===== config.mk =====
export PLATFORM = sky130hd
export DESIGN_NAME = frame_avg_line_reader
export DESIGN_NICKNAME = d
export VERILOG_FILES = /design/src/rtl/frame_avg_line_reader.sv
export SDC_FILE = /design/constraint.sdc
export NUM_CORES = 1
export LEC_CHECK = 0
export BUFFER_PORTS_ARGS = -buffer_cell sky130_fd_sc_hd__buf_2
export CORE_MARGIN = 5
export CORE_UTILIZATION = 30
export DETAILED_ROUTE_END_ITERATION = 10
export RECOVER_POWER = 50
export SLEW_MARGIN = 20
export SYNTH_ARGS = -nofsm -noshare
export SYNTH_HDL_FRONTEND = slang
export SYNTH_SLANG_ARGS = --single-unit

===== constraint.sdc =====
create_clock -name clk_50M -period 4.7 [get_ports clk_50M]
set_input_delay 0.235 -clock clk_50M [delete_from_list [all_inputs] [get_ports clk_50M]]
set_output_delay 0.235 -clock clk_50M [all_outputs]
set_load 0.01 [all_outputs]

===== src/rtl/frame_avg_line_reader.sv =====
// Reads one line from the two newest completed RAM banks, averages them per sample and streams SYNC, tag, samples, checksum.
// Each sample costs RD_LAT+2 clocks; out_valid/out_data hold until accepted, and out_ready may stay low indefinitely.
module frame_avg_line_reader #(
  parameter int         SAMPLES = 512,
  parameter int         ADDR_W  = 9,
  parameter int         RD_LAT  = 2,
  parameter logic [7:0] SYNC    = 8'hA5
) (
  input  logic              clk_50M,
  input  logic              reset,
  input  logic              frame_done,
  input  logic [7:0]        line_tag,
  input  logic              xfer_req,
  output logic [1:0]        wr_bank,
  output logic [ADDR_W+1:0] rd_addr_a,
  output logic [ADDR_W+1:0] rd_addr_b,
  input  logic [7:0]        rd_data_a,
  input  logic [7:0]        rd_data_b,
  output logic [7:0]        out_data,
  output logic              out_valid,
  input  logic              out_ready,
  output logic              out_last,
  output logic              busy,
  output logic              overrun,
  output logic              req_drop
);

  typedef enum logic [2:0] {
    S_IDLE,
    S_SYNC,
    S_TAG,
    S_RD,
    S_WAIT,
    S_OUT,
    S_CSUM
  } state_t;

  localparam int              LAT_W    = (RD_LAT > 1) ? $clog2(RD_LAT) : 1;
  localparam logic [LAT_W-1:0] LAT_LOAD = LAT_W'(RD_LAT - 1);
  localparam logic [ADDR_W-1:0] LAST_IDX = ADDR_W'(SAMPLES - 1);

  state_t            state;
  state_t            state_nxt;
  logic [1:0]        frames_done;
  logic [7:0]        last_tag;
  logic [1:0]        bank_a;
  logic [1:0]        bank_b;
  logic [7:0]        tag_q;
  logic [ADDR_W-1:0] idx;
  logic [LAT_W-1:0]  lat_cnt;
  logic [7:0]        csum;
  logic              fd_seen;
  logic              accept;
  logic [7:0]        avg;

  assign accept = xfer_req && (state == S_IDLE) && (frames_done == 2'd2);
  assign busy   = (state != S_IDLE);

  // Round-half-up average; the 9-bit sum is shifted before truncation so it cannot overflow.
  assign avg = 8'(({1'b0, rd_data_a} + {1'b0, rd_data_b} + 9'd1) >> 1);

  always_ff @(posedge clk_50M) begin
    if (reset) begin
      state <= S_IDLE;
    end else begin
      state <= state_nxt;
    end
  end

  always_comb begin
    state_nxt = state;
    out_valid = 1'b0;
    out_data  = 8'd0;
    out_last  = 1'b0;
    case (state)
      S_IDLE: begin
        if (accept) state_nxt = S_SYNC;
      end
      S_SYNC: begin
        out_valid = 1'b1;
        out_data  = SYNC;
        if (out_ready) state_nxt = S_TAG;
      end
      S_TAG: begin
        out_valid = 1'b1;
        out_data  = tag_q;
        if (out_ready) state_nxt = S_RD;
      end
      S_RD: begin
        state_nxt = S_WAIT;
      end
      S_WAIT: begin
        if (lat_cnt == '0) state_nxt = S_OUT;
      end
      S_OUT: begin
        out_valid = 1'b1;
        out_data  = avg;
        if (out_ready) state_nxt = (idx == LAST_IDX) ? S_CSUM : S_RD;
      end
      S_CSUM: begin
        out_valid = 1'b1;
        out_data  = csum;
        out_last  = 1'b1;
        if (out_ready) state_nxt = S_IDLE;
      end
      default: state_nxt = S_IDLE;
    endcase
  end

  always_ff @(posedge clk_50M) begin
    if (reset) begin
      wr_bank     <= 2'd0;
      frames_done <= 2'd0;
      last_tag    <= 8'd0;
      bank_a      <= 2'd0;
      bank_b      <= 2'd0;
      tag_q       <= 8'd0;
      idx         <= '0;
      lat_cnt     <= '0;
      csum        <= 8'd0;
      fd_seen     <= 1'b0;
      overrun     <= 1'b0;
      req_drop    <= 1'b0;
      rd_addr_a   <= '0;
      rd_addr_b   <= '0;
    end else begin
      req_drop <= xfer_req && !accept;

      if (frame_done) begin
        wr_bank  <= wr_bank + 2'd1;
        last_tag <= line_tag;
        if (frames_done != 2'd2) frames_done <= frames_done + 2'd1;
      end

      // Banks lock from the pre-increment pointer even when frame_done coincides.
      if (accept) begin
        bank_a  <= wr_bank - 2'd1;
        bank_b  <= wr_bank - 2'd2;
        tag_q   <= last_tag;
        csum    <= last_tag;
        idx     <= '0;
        overrun <= 1'b0;
        fd_seen <= frame_done;
      end else if (frame_done && busy) begin
        // The second writer advance in one packet lands on bank_b.
        if (fd_seen) overrun <= 1'b1;
        fd_seen <= 1'b1;
      end

      case (state)
        S_RD: begin
          rd_addr_a <= {bank_a, idx};
          rd_addr_b <= {bank_b, idx};
          lat_cnt   <= LAT_LOAD;
        end
        S_WAIT: begin
          if (lat_cnt != '0) lat_cnt <= lat_cnt - 1'b1;
        end
        S_OUT: begin
          if (out_ready) begin
            csum <= csum + avg;
            if (idx != LAST_IDX) idx <= idx + 1'b1;
          end
        end
        default: ;
      endcase
    end
  end

endmodule


==> flow_summary.json, run 1 <==
{
  "worstPathMaxFanout": 64,
  "fmax_mhz": 335,
  "io_pins": 66,
  "die_w_um": 116,
  "cts_buffers": 9,
  "max_stage_delay_ns": 1.98,
  "synth.net_count": 470,
  "start_kind": "input port",
  "synth-xor-area-share_pct": 3.35,
  "min_path_type": "in2reg",
  "hold_ws_ns": 0.150,
  "rr_worst_depth": 7,
  "synth_seq_cells": 61,
  "yosysUniqueCellTypes": 50,
  "hold_path_startpoint": "line_tag[6]",
  "hold_depth": 3,
  "grtUsageTotal_pct": 12.8,
  "yosysWarnings": 0,
  "crit_required_ns": 4.90,
  "rsz0062_at_grt": "false",
  "yosys.area_share.simple_pct": 21.8,
  "die_area_um2": 13600,
  "peakVddDrop_v": 0.000155,
  "power_leakage_uw": 0.00162,
  "gp_congestion": 0.847,
  "cp_num_buf_inv": 2,
  "vias": 2998,
  "fin_util_pct": 36.5,
  "cap_violations": 1,
  "postCtsHoldBufs": 0,
  "cts_resized": 0,
  "fin_skew_ns": 0.00868,
  "first_pass_iters": 4,
  "fin_crit_ns": 2.98,
  "synth_top_family_by_area": "simple AND/OR/NAND/NOR gates",
  "violations": "max-capacitance violations, max-slew violations",
  "yosysSeqAreaShare_pct": 35.9,
  "finalNetCount": 520,
  "synthAdderAreaFrac_pct": 9.27,
  "synth_top_area_cell": "dfxtp_1",
  "wire_per_inst_um": 13.7,
  "status": "finished with violations",
  "synth_area_leaders": "dfxtp_1 (36%), ha_1 (8.1%), a21oi_1 (7.7%)",
  "hold_viol": 0,
  "cp_top_family": "buffers and inverters",
  "ant_nets": 0,
  "numPortBuffers": 65,
  "synth_compound_area_share_pct": 19.7,
  "drc": 0,
  "die_h_um": 116,
  "hpwl_um": 6130,
  "core-area_um2": 11000,
  "crit_type": "in2reg",
  "vias_per_cell": 4.89,
  "p_per_area_nw_per_um2": 385,
  "stdcell_area_um2": 4010,
  "post_cts_buffers": 0,
  "cts_tree": "done",
  "timing.rr.end": "idx[6]",
  "async_flop_share_pct": 0,
  "antenna_found_initial": 0,
  "fin_crit_sh_pct": 63.4,
  "r2r_start": "state[1]",
  "crit_chain": "buf_2 > clkbuf_1 > nor3_1 > and3_1 > or4_1",
  "cp-end-kind": "flop",
  "synthMuxAreaShare_pct": 4.38,
  "worstHoldEndpoint": "last_tag[6]",
  "reg2reg_slack_ns": 1.99,
  "drive_gt1_share_pct": 13.3,
  "slew_violations": 65,
  "worst_pin_slew_ns": 2.83,
  "drt-total-wl_um": 8410,
  "row_count": 38,
  "grt.overflow.total": 0,
  "grt_pass1_vias": 2924,
  "syn_to_final_growth_pct": 18.0,
  "place_area_um2": 3760,
  "synth_area_um2": 3400,
  "grt_max_degree": 65,
  "htreeDepth": 3,
  "syn_inst": 417,
  "syn_area_per_cell_um2": 8.15,
  "clk_latency_ns": 0.32,
  "yosys.area.top_type_share_pct": 35.9,
  "tns_ns": 0,
  "cts_root_buffer": "clkbuf_16",
  "path_clk_slew_ns": 0.06,
  "maxSlewHeadroom_pct": -88.6,
  "crit_arrival_ns": 3.18,
  "grt_pass1_wl_um": 14000,
  "drt_iter0_markers": 137,
  "ctsLongestPathBuffers": 2,
  "final_common_cell": "nand2_1",
  "start_util_pct": 31.0,
  "synth_edf_count": 0,
  "final_cell_mix": "nand2_1 (65), dfxtp_1 (61), a21oi_1 (52)",
  "setup_viol": 0,
  "synthFlopType": "dfxtp_1",
  "critPathSlowestCell": "clkbuf_1",
  "cts_sinks": 61
}
## metal layers
metal	up-vias	wire [um]	track usage [%]	part of all wire, %
met5	-	0	0	0
met4	0	142	4.87	1.7
met3	11	358	2.28	4.3
met2	60	3750	19.1	45
met1	1368	4160	18.3	49
li1	1559	-	-	-
## power breakdown
part | internal, uW | switching [uW] | total, uW
logic | 139 | 220 | 359
clock network | 384 | 233 | 617
registers | 544 | 24.2 | 568
total | 1070 | 477 | 1540
## worst min-delay path: stages
cell and delay (ns):
buf_2 0.08, mux2i_1 0.05, nor2_1 0.07
## registers in the layout, indices dropped and copies added (netlist names), 2 cells and up
signal and cells:
rd_addr_a 11, idx 9, csum 8, last_tag 8
tag_q 8, state 3, bank_a 2, bank_b 2
frames_done 2, rd_addr_b 2, wr_bank 2
## metrics by stage
stage               cells  total power [uW]  worst slack [ns]
floorplan             417               842              1.95
global placement      596               941              1.75
detailed placement    596               948              1.70
CTS                   612              1570              2.04
global route          612              1630              1.39
finish                613              1540              1.72
## layout make-up
cell class	instances	area [um2]
Antenna cell	1	2.50
Clock buffer	11	253
Clock inverter	5	35.0
Fill cell	1140	6970
Inverter	11	41.3
Multi-Input combinational cell	317	1980
Sequential cell	61	1220
Tap cell	140	175
Timing Repair Buffer	67	303
## cells in the mapped netlist (all sizes together) (3+ instances only)
library cell and count:
nand2 65, dfxtp 61, a21oi 54, nor2 41, ha 22, buf 19, inv 11, mux2i 10
and3 9, clkbuf 9, nand3 9, nor3 9, a211oi 8, a21o 8, xor2 8, nor2b 7
o21ai 7, and2 6, a311oi 5, xnor2 5, a21boi 4, mux2 4, o21a 4, a22oi 3
## worst max-delay path by stage
stage | from | to | slack, ns | cells after the start
6_report | reset | csum[6] | 1.72 | 5
2_1_floorplan | rd_data_b[0] | csum[6] | 1.95 | 9
3_3_place_gp | rd_data_b[0] | csum[7] | 1.75 | 14
3_5_place_dp | rd_data_b[0] | csum[6] | 1.70 | 10
5_1_grt | reset | csum[6] | 1.39 | 5
4_1_cts | rd_data_b[0] | csum[7] | 2.04 | 14
## logic make-up after synthesis
family,after synthesis
fa+ha+maj,24
mux,14
buf+inv,39
simple gates,160
xor+xnor,13
compound gates,106
flops,61
Power figures use the tool's default switching activity.
==> run 2, diff against run 1 <==
clock period = 2.8 ns   (was 4.7 ns; I/O delays follow)
==> run 2 against run 1 <==
The run still ends with max-capacitance violations, max-slew violations left. Final area up 3.1%. Via count up 2.6%. Worst hold slack worse by 0.097 ns. Die area stayed put. Count of clock-buffer cells in the layout rose by 3. Clock power rose by 93%. Clock skew down 0.0017 ns. Total power is 80% higher. Setup slack got worse by 1.4 ns. Register-to-register slack got worse by 1.6 ns. Global-route usage increased by 0.055 points.
==> flow_summary.json, run 2 (synthesis gave the netlist of run 1 again) <==
{
  "status": "finished with violations",
  "violations": "max-capacitance violations, max-slew violations",
  "first_pass_iters": 4,
  "stdcell_area_um2": 4130,
  "die_area_um2": 13600,
  "grt_pass1_wl_um": 14000,
  "crit_type": "in2reg",
  "drc": 0,
  "worstPathMaxFanout": 2,
  "drive_gt1_share_pct": 14.9,
  "crit_arrival_ns": 2.72,
  "cp_top_family": "adder cells",
  "cts_sinks": 61,
  "worst_pin_slew_ns": 2.05,
  "clk_latency_ns": 0.32,
  "power_leakage_uw": 0.00170,
  "grt.overflow.total": 0,
  "final_cell_mix": "nand2_1 (65), dfxtp_1 (61), a21oi_1 (52)",
  "gp_congestion": 0.846,
  "largest-register": "rd_addr_a",
  "hpwl_um": 6330,
  "crit_chain": "buf_2 > or2_2 > fa_1 > ha_1 > fa_1 > a21o_1 > a21oi_2 > o21bai_1 > and3_1 > or4_1",
  "ctsLongestPathBuffers": 2,
  "die_w_um": 116,
  "cts_buffers": 9,
  "cp-end-kind": "flop",
  "setup_viol": 0,
  "place_area_um2": 3850,
  "ant_nets": 0,
  "die_h_um": 116,
  "finalNetCount": 531,
  "dp_cells": 607,
  "drt-total-wl_um": 8650,
  "crit_required_ns": 3.00,
  "max_stage_delay_ns": 0.49,
  "place_ws_ns": -0.0657,
  "largest_register_ffs": 11,
  "syn_to_final_growth_pct": 21.6,
  "cts_resized": 0,
  "grtUsageTotal_pct": 12.8,
  "htreeDepth": 3,
  "maxSlewHeadroom_pct": -36.4,
  "fin_crit_sh_pct": 90.2,
  "start_util_pct": 31.0,
  "cap_violations": 1,
  "peakVddDrop_v": 0.000337,
  "vias": 3076,
  "p_per_area_nw_per_um2": 671,
  "slew_violations": 49,
  "final_common_cell": "nand2_1",
  "cp_common_cell": "fa_1",
  "grt_max_degree": 49,
  "row_count": 38,
  "postCtsHoldBufs": 0,
  "hold_viol": 0,
  "io_pins": 66,
  "wire_per_inst_um": 13.9,
  "antenna_found_initial": 0,
  "fin_cells": 624,
  "vias_per_cell": 4.93,
  "fmax_mhz": 396,
  "fin_skew_ns": 0.00693,
  "rsz0062_at_grt": "false",
  "grt_pass1_vias": 2875,
  "min_path_type": "in2reg",
  "power.total_uw": 2770,
  "cts_tree": "done",
  "path_clk_slew_ns": 0.06,
  "fillCellCount": 1131,
  "fin_crit_ns": 2.53,
  "reg_top3": "rd_addr_a (11), idx (9)",
  "cp_num_buf_inv": 1,
  "numPortBuffers": 65,
  "start_kind": "input port",
  "cts_root_buffer": "clkbuf_16",
  "post_cts_buffers": 0,
  "setup_ws_ns": 0.274,
  "core-area_um2": 11000,
  "drt_iter0_markers": 153,
  "critPathSlowestCell": "or4_1"
}
## run 2: cell count changes in the layout (fill, tap and decap cells not counted)
| cell | delta |
|---|---|
| buf_4 | +11 |
| clkbuf_8 | +3 |
| clkinvlp_4 | -3 |
| buf_2 | -1 |
| bufinv_16 | +1 |
| clkbuf_1 | +1 |
| clkinv_2 | -1 |
| nor2_1 | +1 |
| nor2_2 | -1 |
## run 2: metrics by stage
| stage | hold WS, ns | setup TNS, ns | utilization (%) |
|---|---|---|---|
| floorplan | 0.287 | 0 | - |
| global placement | 0.375 | -0.00665 | 35.0 |
| detailed placement | 0.386 | -0.0972 | 35.0 |
| CTS | 0.0544 | 0 | 38.0 |
| global route | 0.0665 | 0 | 37.6 |
| finish | 0.0532 | 0 | 37.6 |
## run 2: final cells by class
type | count | area (um2) | area share [%]
Sequential cell | 61 | 1220 | 29.5
Tap cell | 140 | 175 | 4.24
Timing Repair Buffer | 78 | 384 | 9.29
Antenna cell | 1 | 2.50 | 0.0606
Clock buffer | 14 | 294 | 7.11
Multi-Input combinational cell | 317 | 1980 | 47.8
Clock inverter | 2 | 37.5 | 0.908
Inverter | 11 | 41.3 | 0.999
## run 2: path summary, 6_finish.rpt
kind                            cells after the start          from  slack, ns           end
worst max register to register                      6      state[0]       0.40       csum[0]
worst min register to register                      2  rd_addr_b[9]       0.45  rd_addr_b[9]
worst min-delay path                                3   line_tag[7]       0.05   last_tag[7]
worst max-delay path                               10  rd_data_b[0]       0.27       csum[6]
## run 2: layer usage
layer | track usage (%) | vias up | share of wire (%)
li1 | - | 1590 | -
met1 | 18.9 | 1419 | 51
met2 | 18.8 | 63 | 44
met3 | 2.69 | 4 | 3.8
met4 | 3.71 | 0 | 0.66
met5 | 0 | - | 0
## run 2: worst reg2reg max path, stage by stage, from the launching register on
cell and delay, ns:
dfxtp_1 0.33, inv_1 0.09, ha_1 0.29, nand2b_1 0.17, nor2_1 0.80, nand2_1 0.29, a311oi_1 0.33
## run 2: power by group
group	total [uW]	switching (uW)	leakage, uW	internal, uW
clock network	1190	379	0.000161	810
logic	631	380	0.00104	251
registers	953	39.5	0.000495	914
==> run 3, diff against run 2 <==
CORE_UTILIZATION = 55   (was 30)
PLACE_DENSITY = 0.79   (was default)
==> run 3 against run 2 <==
Largest power group is now registers. Register-to-register slack got worse by 0.14 ns. Combinational power decreased by 2%. Clock skew grew 0.0037 ns. Sequential share of layout area rose by 2.0 points. Die area is 42% lower. Setup slack got worse by 0.053 ns. The run still ends with max-capacitance violations, max-slew violations left. Via count up 1.9%. Total power shrank 19%. Sequential power barely moved.
==> flow_summary.json, run 3 (synthesis gave the netlist of run 1 again) <==
{
  "status": "finished with violations",
  "violations": "max-capacitance violations, max-slew violations",
  "vias_per_cell": 5.63,
  "crit_arrival_ns": 2.83,
  "reg2reg_slack_ns": 0.26,
  "gp_congestion": 0.865,
  "die_h_um": 88.6,
  "antennaDiodeCount": 0,
  "start_kind": "input port",
  "post_cts_buffers": 0,
  "ctsLongestPathBuffers": 2,
  "grtUsageTotal_pct": 21.2,
  "maxSlewHeadroom_pct": -66.7,
  "vias": 3133,
  "cts_root_buffer": "clkbuf_8",
  "stdcell_area_um2": 3870,
  "grt.overflow.total": 0,
  "first_pass_iters": 4,
  "slew_violations": 61,
  "min_path_type": "in2reg",
  "place_ws_ns": -0.109,
  "fin_skew_ns": 0.0106,
  "crit_chain": "buf_2 > or2_2 > fa_1 > nand3_1 > a21boi_0 > o21ai_0 > and2_1 > xnor2_1 > ha_1 > a21o_1 > a21oi_1 > o21ai_0 > and2_1 > a211oi_1",
  "fin_crit_sh_pct": 92.1,
  "critPathSlowestCell": "fa_1",
  "final_common_cell": "nand2_1",
  "grt_pass1_vias": 2866,
  "row_count": 28,
  "grt_pass1_wl_um": 13200,
  "cts_resized": 0,
  "grt_max_degree": 61,
  "place_area_um2": 3750,
  "crit_required_ns": 3.05,
  "cts_buffers": 9,
  "p_per_area_nw_per_um2": 580,
  "rsz0062_at_grt": "false",
  "reg_top3": "rd_addr_a (11), idx (9)",
  "largest_register_ffs": 11,
  "max_stage_delay_ns": 0.41,
  "cp-end-kind": "flop",
  "antenna_found_initial": 0,
  "drt-total-wl_um": 7990,
  "power_leakage_uw": 0.00161,
  "numPortBuffers": 65,
  "setup_viol": 0,
  "fillCellCount": 564,
  "htreeDepth": 3,
  "drc": 0,
  "hpwl_um": 5810,
  "start_util_pct": 57.1,
  "crit_type": "in2reg",
  "final_cell_mix": "nand2_1 (65), dfxtp_1 (61), a21oi_1 (52)",
  "worstPathMaxFanout": 2,
  "die_area_um2": 7850,
  "drive_gt1_share_pct": 14.6,
  "fmax_mhz": 388,
  "finalNetCount": 529,
  "fin_util_pct": 65.0,
  "seq_area_um2": 1220,
  "wire_per_inst_um": 14.4,
  "syn_to_final_growth_pct": 13.9,
  "worst_pin_slew_ns": 2.50,
  "path_clk_slew_ns": 0.07,
  "hold_viol": 0,
  "drt_iter0_markers": 196,
  "die_w_um": 88.6,
  "cts_tree": "done",
  "io_pins": 66,
  "core-area_um2": 5960,
  "cts_sinks": 61,
  "cap_violations": 1,
  "ant_nets": 0,
  "clk_latency_ns": 0.33,
  "peakVddDrop_v": 0.000461,
  "multi_input_area_um2": 1980,
  "fin_crit_ns": 2.58,
  "postCtsHoldBufs": 0,
  "setup_ws_ns": 0.221,
  "largest-register": "rd_addr_a"
}
==> run 3: per-layer routing <==
metal	GRT usage, %	share of wire [%]	vias up
li1	-	-	1573
met1	29.0	48	1427
met2	33.5	44	120
met3	4.47	7.0	13
met4	6.87	1.5	0
met5	0	0	-
==> run 3: report_power, final <==
group,switching (uW),total (uW),internal (uW)
registers,39.0,951,912
logic,373,620,246
clock network,355,675,319
==> run 3: final timing paths <==
check	startpoint	cells after the start	end
setup reg to reg	idx[0]	9	idx[7]
setup / recovery	rd_data_b[0]	14	csum[7]
hold reg to reg	tag_q[3]	2	tag_q[3]
hold / removal	line_tag[6]	3	last_tag[6]
==> run 3: critical path, delay by kind of cell <==
| family | cells | cell delay, ns |
|---|---|---|
| compound gates | 6 | 0.91 |
| xor+xnor | 1 | 0.17 |
| fa+ha+maj | 2 | 0.70 |
| buf+inv | 1 | 0.10 |
| simple gates | 4 | 0.80 |
==> run 3: metrics by stage <==
| stage | std cells | TNS [ns] | hold slack [ns] | power, uW |
|---|---|---|---|---|
| final | 556 | 0 | 0.0411 | 2240 |
| after global routing | 556 | 0 | 0.0402 | 2380 |
| after CTS | 556 | 0 | 0.0316 | 2260 |
| after detailed placement | 540 | -0.203 | 0.380 | 1590 |
| after global placement | 540 | 0 | 0.373 | 1580 |
| after floorplan | 417 | 0 | 0.287 | 1410 |
==> run 3: final cells by class <==
class                           instances  area share, %
Multi-Input combinational cell        317           51.1
Tap cell                               75           2.42
Clock inverter                          6           1.03
Inverter                               11           1.07
Clock buffer                           10           3.30
Timing Repair Buffer                   76           9.53
Sequential cell                        61           31.5
